File: config.mk
export PLATFORM = sky130hd
export DESIGN_NAME = cla8_serial_adder_flat
export DESIGN_NICKNAME = d
export VERILOG_FILES = /design/src/rtl/cla8_serial_adder_pkg.sv /design/src/rtl/cla8_serial_adder_if.sv /design/src/rtl/cla8_serial_adder_carry_fix.sv /design/src/rtl/cla8_serial_adder.sv /design/src/flat_wrapper.sv
export SDC_FILE = /design/constraint.sdc
export NUM_CORES = 1
export LEC_CHECK = 0
export ABC_AREA = 0
export ABC_CLOCK_PERIOD_IN_PS = 4080
export BUFFER_PORTS_ARGS = -buffer_cell sky130_fd_sc_hd__buf_4
export CELL_PAD_IN_SITES_DETAIL_PLACEMENT = 1
export CELL_PAD_IN_SITES_GLOBAL_PLACEMENT = 2
export CORE_UTILIZATION = 32
export DETAILED_ROUTE_END_ITERATION = 10
export PLACE_DENSITY_LB_ADDON = 0.1
export SKIP_CTS_REPAIR_TIMING = 1
export SYNTH_ARGS = -nofsm -noshare
export SYNTH_HDL_FRONTEND = slang
export SYNTH_SLANG_ARGS = --single-unit
File: constraint.sdc
create_clock -name clk -period 4.08 [get_ports clk]
set_input_delay 0.408 -clock clk [delete_from_list [all_inputs] [get_ports clk]]
set_output_delay 0.408 -clock clk [all_outputs]
set_load 0.1 [all_outputs]
File: src/rtl/cla8_serial_adder_pkg.sv
// Shared types for the byte-serial CLA8 adder: byte width, FSM states, index sizing.
package cla8_seq_pkg;

  localparam int BYTE_W = 8;

  typedef enum logic [1:0] {
    IDLE = 2'd0,
    BUSY = 2'd1,
    DONE = 2'd2
  } state_t;

  // A single-byte operand would still need a 1-bit index register.
  function automatic int idx_w(input int nbytes);
    return (nbytes < 2) ? 1 : $clog2(nbytes);
  endfunction

endpackage

File: src/rtl/cla8_serial_adder_if.sv
// Operand/result handshakes plus the byte lane to and from the external CLA8.
interface cla8_serial_adder_if
  import cla8_seq_pkg::*;
#(
  parameter int NBYTES = 4
);

  logic                     in_valid;
  logic                     in_ready;
  logic [BYTE_W*NBYTES-1:0] in_a;
  logic [BYTE_W*NBYTES-1:0] in_b;
  logic [BYTE_W-1:0]        add_a;
  logic [BYTE_W-1:0]        add_b;
  logic [BYTE_W-1:0]        add_sum;
  logic                     add_cout;
  logic                     out_valid;
  logic                     out_ready;
  logic [BYTE_W*NBYTES-1:0] out_sum;
  logic                     out_cout;

  modport slave (
    input  in_valid, in_a, in_b, add_sum, add_cout, out_ready,
    output in_ready, add_a, add_b, out_valid, out_sum, out_cout
  );

  modport master (
    output in_valid, in_a, in_b, add_sum, add_cout, out_ready,
    input  in_ready, add_a, add_b, out_valid, out_sum, out_cout
  );

endinterface

File: src/rtl/cla8_serial_adder_carry_fix.sv
// Folds the previous byte's carry into a carry-in-less CLA8 result, one cycle, no state.
module cla8_carry_fix
  import cla8_seq_pkg::*;
(
  input  logic [BYTE_W-1:0] add_sum,
  input  logic              carry,
  input  logic              add_cout,
  output logic [BYTE_W-1:0] fixed,
  output logic              carry_next
);

  assign fixed = add_sum + {{(BYTE_W-1){1'b0}}, carry};
  // Incrementing 0xFF is the only way the injected carry can ripple out.
  assign carry_next = add_cout | (carry & (&add_sum));

endmodule

File: src/rtl/cla8_serial_adder.sv
// Byte-serial wide adder around an external CLA8: NBYTES+1 cycles accept-to-result.
// Single transaction in flight; result held in DONE until out_ready.
module cla8_serial_adder
  import cla8_seq_pkg::*;
#(
  parameter int NBYTES = 4
)(
  input  logic clk,
  input  logic rst,
  cla8_serial_adder_if.slave bus
);

  localparam int             IW   = idx_w(NBYTES);
  localparam logic [IW-1:0]  LAST = IW'(NBYTES - 1);

  state_t                               state;
  logic [NBYTES-1:0][BYTE_W-1:0]        op_a;
  logic [NBYTES-1:0][BYTE_W-1:0]        op_b;
  logic [NBYTES-1:0][BYTE_W-1:0]        res;
  logic [IW-1:0]                        idx;
  logic                                 carry;
  logic                                 out_valid_q;
  logic                                 out_cout_q;
  logic [BYTE_W-1:0]                    fixed;
  logic                                 carry_next;
  logic                                 busy;

  assign busy          = (state == BUSY) && !rst;
  assign bus.in_ready  = (state == IDLE) && !rst;
  assign bus.add_a     = busy ? op_a[idx] : '0;
  assign bus.add_b     = busy ? op_b[idx] : '0;
  assign bus.out_valid = out_valid_q;
  assign bus.out_sum   = res;
  assign bus.out_cout  = out_cout_q;

  cla8_carry_fix u_carry_fix (
    .add_sum    (bus.add_sum),
    .carry      (carry),
    .add_cout   (bus.add_cout),
    .fixed      (fixed),
    .carry_next (carry_next)
  );

  always_ff @(posedge clk) begin
    if (rst) begin
      state       <= IDLE;
      op_a        <= '0;
      op_b        <= '0;
      res         <= '0;
      idx         <= '0;
      carry       <= 1'b0;
      out_valid_q <= 1'b0;
      out_cout_q  <= 1'b0;
    end else begin
      case (state)
        IDLE: begin
          if (bus.in_valid) begin
            op_a  <= bus.in_a;
            op_b  <= bus.in_b;
            idx   <= '0;
            carry <= 1'b0;
            state <= BUSY;
          end
        end
        BUSY: begin
          res[idx] <= fixed;
          carry    <= carry_next;
          idx      <= idx + 1'b1;
          if (idx == LAST) begin
            out_cout_q  <= carry_next;
            out_valid_q <= 1'b1;
            state       <= DONE;
          end
        end
        DONE: begin
          if (bus.out_ready) begin
            out_valid_q <= 1'b0;
            state       <= IDLE;
          end
        end
        default: state <= IDLE;
      endcase
    end
  end

endmodule

File: src/flat_wrapper.sv
// flat-port wrapper written by rule: the top's interface ports become plain ports
module cla8_serial_adder_flat import cla8_seq_pkg::*;
#(
  parameter int NBYTES = 4
)
  (clk, rst, bus_in_valid, bus_in_a, bus_in_b, bus_add_sum, bus_add_cout, bus_out_ready, bus_in_ready, bus_add_a, bus_add_b, bus_out_valid, bus_out_sum, bus_out_cout);
  cla8_serial_adder_if #(.NBYTES(NBYTES)) bus_i ();
  input  logic clk;
  input  logic rst;
  input wire logic [$bits(bus_i.in_valid)-1:0] bus_in_valid;
  input wire logic [$bits(bus_i.in_a)-1:0] bus_in_a;
  input wire logic [$bits(bus_i.in_b)-1:0] bus_in_b;
  input wire logic [$bits(bus_i.add_sum)-1:0] bus_add_sum;
  input wire logic [$bits(bus_i.add_cout)-1:0] bus_add_cout;
  input wire logic [$bits(bus_i.out_ready)-1:0] bus_out_ready;
  output wire logic [$bits(bus_i.in_ready)-1:0] bus_in_ready;
  output wire logic [$bits(bus_i.add_a)-1:0] bus_add_a;
  output wire logic [$bits(bus_i.add_b)-1:0] bus_add_b;
  output wire logic [$bits(bus_i.out_valid)-1:0] bus_out_valid;
  output wire logic [$bits(bus_i.out_sum)-1:0] bus_out_sum;
  output wire logic [$bits(bus_i.out_cout)-1:0] bus_out_cout;
  assign bus_i.in_valid = bus_in_valid;
  assign bus_i.in_a = bus_in_a;
  assign bus_i.in_b = bus_in_b;
  assign bus_i.add_sum = bus_add_sum;
  assign bus_i.add_cout = bus_add_cout;
  assign bus_i.out_ready = bus_out_ready;
  assign bus_in_ready = bus_i.in_ready;
  assign bus_add_a = bus_i.add_a;
  assign bus_add_b = bus_i.add_b;
  assign bus_out_valid = bus_i.out_valid;
  assign bus_out_sum = bus_i.out_sum;
  assign bus_out_cout = bus_i.out_cout;
  cla8_serial_adder #(.NBYTES(NBYTES)) u_core (.clk(clk), .rst(rst), .bus(bus_i));
endmodule
### Word-level counts from Yosys, hierarchy flattened

Cells that the tools add are included.

* bits of input ports: 77
* output and inout bits: 51
* logic and storage cells: 62
* register bits: 103

* reduce and logical (&&, ||, !) cells: 13
* muxes and demuxes: 20
* add/subtract/negate cells: 2
* bitwise gates (word level): 2
* order comparisons: 2
* eq/ne operators: 6

Operator list (number)
* two-way mux 8 bit: 5
* binary-select mux 8 bit (select 2 bit): 2
* bitwise mux 32 bit: 1
* demux 8 bit (select 2 bit): 1
* adder 8 x 1 -> 8 bit: 1
* two-way mux 2 bit: 4
* AND reduction 8 bit: 1
* != test 2 bit, second input constant: 3
* one-hot mux 2 bit (3 select lines): 1
* AND reduction 2 bit: 3
* AND reduction 3 bit: 2
* == test 2 bit, second input constant: 2
* one-hot mux 1 bit (2 select lines): 2
* one-hot mux 2 bit (2 select lines): 1
* nonzero test 2 bit: 2
* logical AND 1 bit: 3
* < comparator 2 x 3 -> 1 bit, second input constant: 1
* two-way mux 1 bit: 3
* adder 2 x 1 -> 2 bit, second input constant: 1
* == test 2 x 1 -> 1 bit, second input constant: 1
* greater-or-equal comparator 2 x 1 -> 1 bit, second input constant: 1
* zero test 2 bit: 1
* AND 1 bit: 1
* zero test 1 bit: 1
* OR 1 bit: 1

### Longest topological paths before layout

* depth after elaboration: 5
* gate-level depth with buffers: 9
* gate-level depth less buffers: 5

### Modules after synthesis

Synthesis repeated with hierarchy kept, for this count alone.

* cell total of the unflattened synthesis: 509
* area, all modules: 5170.0 um^2

By module, submodules not included
* cla8_serial_adder: instances 1, area each 5031.1 um^2, cells an instance 490, sequential area each 2062.0 um^2
* cla8_carry_fix: instances 1, area each 138.9 um^2, cells an instance 19, sequential area each 0.0 um^2

### Least setup slack after synthesis

No wires, ideal clock.

* path kind: input port to output port
* start point: input port rst
* end point: output port bus_in_ready
* path buffers: 2
* stages on the path: 3
* path slack: 0.907 ns
* arrival time: 2.765 ns
* data required time: 3.672 ns
* cell sequence: clkbuf_8 > clkbuf_1 > nor3_1

* longest elaborated chain between the ends: 2

RTL lines
* start, declared: RTL line flat_wrapper.sv:9 `input logic rst;`
* zero test 1 bit: RTL line cla8_serial_adder.sv:29 `assign bus.in_ready = (state == IDLE) && !rst;`
* logical AND 1 bit: RTL line cla8_serial_adder.sv:29
* end, declared: RTL line flat_wrapper.sv:16 `output wire logic [$bits(bus_i.in_ready)-1:0] bus_in_ready;`

Every way passes these cells.

### Final worst setup path

* start point: register u_core.state[0]
* end point: output port bus_add_b[7]

* longest elaborated chain between the ends: 3

RTL lines
* start, declared: RTL line cla8_serial_adder.sv:16 `state_t state;`
* start signal, assigned: RTL line cla8_serial_adder.sv:46 `state <= IDLE;`
* start signal, assigned: RTL line cla8_serial_adder.sv:62 `state <= BUSY;`
* start signal, assigned: RTL line cla8_serial_adder.sv:72 `state <= DONE;`
* == test 2 x 1 -> 1 bit: RTL line cla8_serial_adder.sv:28 `assign busy = (state == BUSY) && !rst;`
* logical AND 1 bit: RTL line cla8_serial_adder.sv:28
* two-way mux 8 bit: RTL line cla8_serial_adder.sv:31 `assign bus.add_b = busy ? op_b[idx] : '0;`
* end, declared: RTL line flat_wrapper.sv:18 `output wire logic [$bits(bus_i.add_b)-1:0] bus_add_b;`

Every way passes these cells.

==> flow_metrics.py <==
metrics = {
    "routing": {
        "drtPass1Iterations": 4,
        "drt-total-wl_mm": 11.89,
        "viasPerCell": 4.867,
        "avgRoutedWirePerCell_um": 15.36,
        "ant_nets": 0,
        "route.detailed.drc": 0,
        "dr_total_vias": 3767,
        "dr.first_iter.drc_count": 210,
    },
    "sta": {
        "slew_headroom_pct": 27.42,
        "period_share_pct": 67.48,
        "fmax_ghz": 0.3632,
        "setup_tns_ns": 0,
        "period_minus_slack_ns": 2.753,
        "fin_ws_ns": 1.327,
        "tightestPinTransition_ns": 1.089,
        "finalHoldViolations": 0,
        "maxSlewViolCount": 0,
        "finClkSkew_ns": 0.003764,
        "setup_viol": 0,
        "rsz0062_at_grt": "no",
    },
    "power_and_ir_drop": {
        "internal_power_mw": 1.714,
        "leakagePower_nw": 2.266,
        "p_seq_share_pct": 46.0,
        "power_frac_clock_pct": 38.3,
        "peakVddDrop_mv": 0.1644,
        "power_switching_mw": 0.6433,
        "share_comb_of_total_power_pct": 15.7,
        "p_per_area_mw_per_mm2": 416.0,
        "p_sw_share_pct": 27.29,
    },
    "worst_setup_path": {
        "regToRegStartpoint": "u_core.idx[1]",
        "worst-setup-path-type": "reg2out",
        "start_kind": "flip-flop",
        "reg2regPathDepth": 5,
        "critPathArrivalTime_ns": 2.35,
        "regToRegSetupSlack_ns": 1.73,
        "cp_max_fo": 16,
        "endpoint_kind": "output pin",
        "critPathRequiredTime_ns": 3.67,
        "r2r_end": "u_core.bus.out_sum[24]",
    },
    "floorplan": {
        "row_count": 42,
        "die_area_mm2": 0.01425,
        "io_pins": 128,
        "core_area_mm2": 0.01335,
        "start_util_pct": 33.03,
        "die_h_um": 119.4,
        "die_x_um": 119.4,
    },
    "grt": {
        "grt_usage_pct": 17.44,
        "grt_pass1_wl_mm": 19.29,
        "grt_pass1_vias": 3775,
        "antenna_found_initial": 0,
        "grt_max_degree": 104,
        "grt_overflow_total": 0,
    },
    "finish": {
        "antennaDiodeCount": 0,
        "fin_nets": 676,
        "drive_above_1_share_pct": 28.43,
        "layout_common_cells": "132 x buf_4, 131 x nand2_1, 103 x dfxtp_1, 68 x a21oi_1, 37 x nor2_1",
        "final_common_cell": "buf_4",
        "area_growth_pct": 28.49,
    },
    "synth": {
        "syn_inst": 489,
        "ys_seq_elements": 103,
        "synth_area_per_cell_um2": 9.017,
        "ys_seq_area_share_pct": 46.77,
        "yosys.area.top_type_share_pct": 46.77,
        "yosys.area.top_type": "dfxtp_1",
        "ys_warn_count": 0,
        "synth_area_leaders": "dfxtp_1 47%, nand2_1 11%, mux4_2 8.2%",
        "syn_area_mm2": 0.004409,
        "synthesis.nets": 572,
        "yosysUniqueCellTypes": 38,
    },
    "min_path": {
        "whs_path_depth": 3,
        "min_from": "bus_in_a[11]",
        "hp-class": "in2reg",
        "hold_end": "u_core.op_a[11]",
    },
    "clock_network": {
        "cts_buffer_depth": 2,
        "cts_buffers": 9,
        "worstSkewPairLatency_ns": 0.34,
        "cts.htree.levels": 3,
        "cts-root-buf": "clkbuf_16",
        "cts_tree": "yes",
        "cts.clk_slew.worst_paths_ns": 0.07,
        "clock-sinks": 103,
    },
    "place": {
        "place.gp.congestion": 0.7653,
        "dp_hpwl_mm": 7.946,
        "io_buffers": 127,
        "place_ws_ns": 1.593,
    },
    "run_status": {
        "outcome": "complete, no violations",
    },
    "flow_run": {
        "drv_cap": 0,
    },
}
[synthesized netlist by cell type (all sizes together)]
| cell | instances |
|---|---|
| a22oi | 2 |
| or3b | 1 |
| or3 | 3 |
| nand2b | 2 |
| mux2i | 9 |
| xnor2 | 1 |
| nand4 | 2 |
| a31oi | 1 |
| nor2b | 16 |
| o21bai | 1 |
| a311oi | 12 |
| and2b | 1 |
| buf | 23 |
| and3b | 4 |
| nand3 | 4 |
| nor2 | 37 |
| a2bb2oi | 1 |
| nor3 | 2 |
| inv | 4 |
| clkbuf | 16 |
| a21oi | 68 |
| nor3b | 1 |
| nand3b | 2 |
| dfxtp | 103 |
| and4 | 2 |
| o21ai | 3 |
| nand2 | 131 |
| ha | 6 |
| mux4 | 16 |
| xor2 | 2 |
| a211oi | 13 |
[per-stage QoR]
stage / cell area, um^2 / std cells / hold slack, ns / utilization [%] / power [mW]
2_1_floorplan: 4409 / 489 / 0.4331 / - / 1.365
3_3_place_gp: 5355 / 758 / 0.4406 / 40.12 / 1.479
3_5_place_dp: 5355 / 758 / 0.4473 / 40.12 / 1.485
4_1_cts: 5665 / 774 / 0.2949 / 42.44 / 2.387
5_1_grt: 5665 / 774 / 0.3047 / 42.44 / 2.458
6_report: 5665 / 774 / 0.3055 / 42.44 / 2.357
[power groups by stage]
| stage | registers, mW | logic (mW) | clock network, mW |
|---|---|---|---|
| 2_1_floorplan | 1.18 | 0.189 | 0 |
| 3_3_place_gp | 1.11 | 0.372 | 0 |
| 3_5_place_dp | 1.11 | 0.376 | 0 |
| 4_1_cts | 1.09 | 0.377 | 0.924 |
| 5_1_grt | 1.09 | 0.402 | 0.965 |
| 6_report | 1.08 | 0.370 | 0.902 |
[sequential cells by signal, summed over array words and instances (netlist names)]
name                  cells
u_core.bus.out_sum       32
u_core.state              2
u_core.op_b              32
u_core.bus.out_cout       1
u_core.bus.out_valid      1
u_core.op_a              32
u_core.idx                2
u_core.carry              1
[cell families (layout without fill, tap and decap cells)]
kind of cell / after synthesis / in the layout / share of synthesized area (%)
xor gates and xnor gates: 3 / 3 / 0.5960
DFF: 103 / 103 / 46.77
buffers and inverters: 43 / 152 / 6.470
and+or+nand+nor: 208 / 208 / 20.74
adders and majority gates: 6 / 6 / 1.703
muxes: 25 / 25 / 10.22
AOI/OAI and AO/OA: 101 / 101 / 13.51
[final cells by class]
| class | count | area (um^2) |
|---|---|---|
| clock buffer | 13 | 270.3 |
| clock inverter | 3 | 40.04 |
| fill | 1586 | 7682 |
| inverter | 4 | 15.01 |
| multi-input combinational | 343 | 2067 |
| sequential | 103 | 2062 |
| tap | 176 | 220.2 |
| timing repair buffer | 132 | 991.0 |
[worst max-delay path: stages, from the launching register on]
cell and delay, ns:
dfxtp_1 0.61, and2b_1 0.28, nand2b_1 0.46, nor2b_1 0.32
buf_4 0.33
[worst max-delay path by stage]
stage,start,end,slack (ns)
2_1_floorplan,rst,bus_in_ready,0.91
3_3_place_gp,u_core.state[0],bus_add_b[7],1.61
3_5_place_dp,u_core.state[0],bus_add_b[7],1.59
4_1_cts,u_core.state[0],bus_add_b[7],1.20
5_1_grt,u_core.state[0],bus_add_b[7],1.15
6_report,u_core.state[0],bus_add_b[7],1.33
[per-layer routing]
layer	vias to the layer above	wire length, um	GRT usage, %
met5	-	0	0
met4	0	201	6.875
met3	13	593	3.640
met2	83	5619	28.74
met1	1791	5476	22.23
li1	1880	-	-
Note: power is estimated with default switching activity, not from simulation.
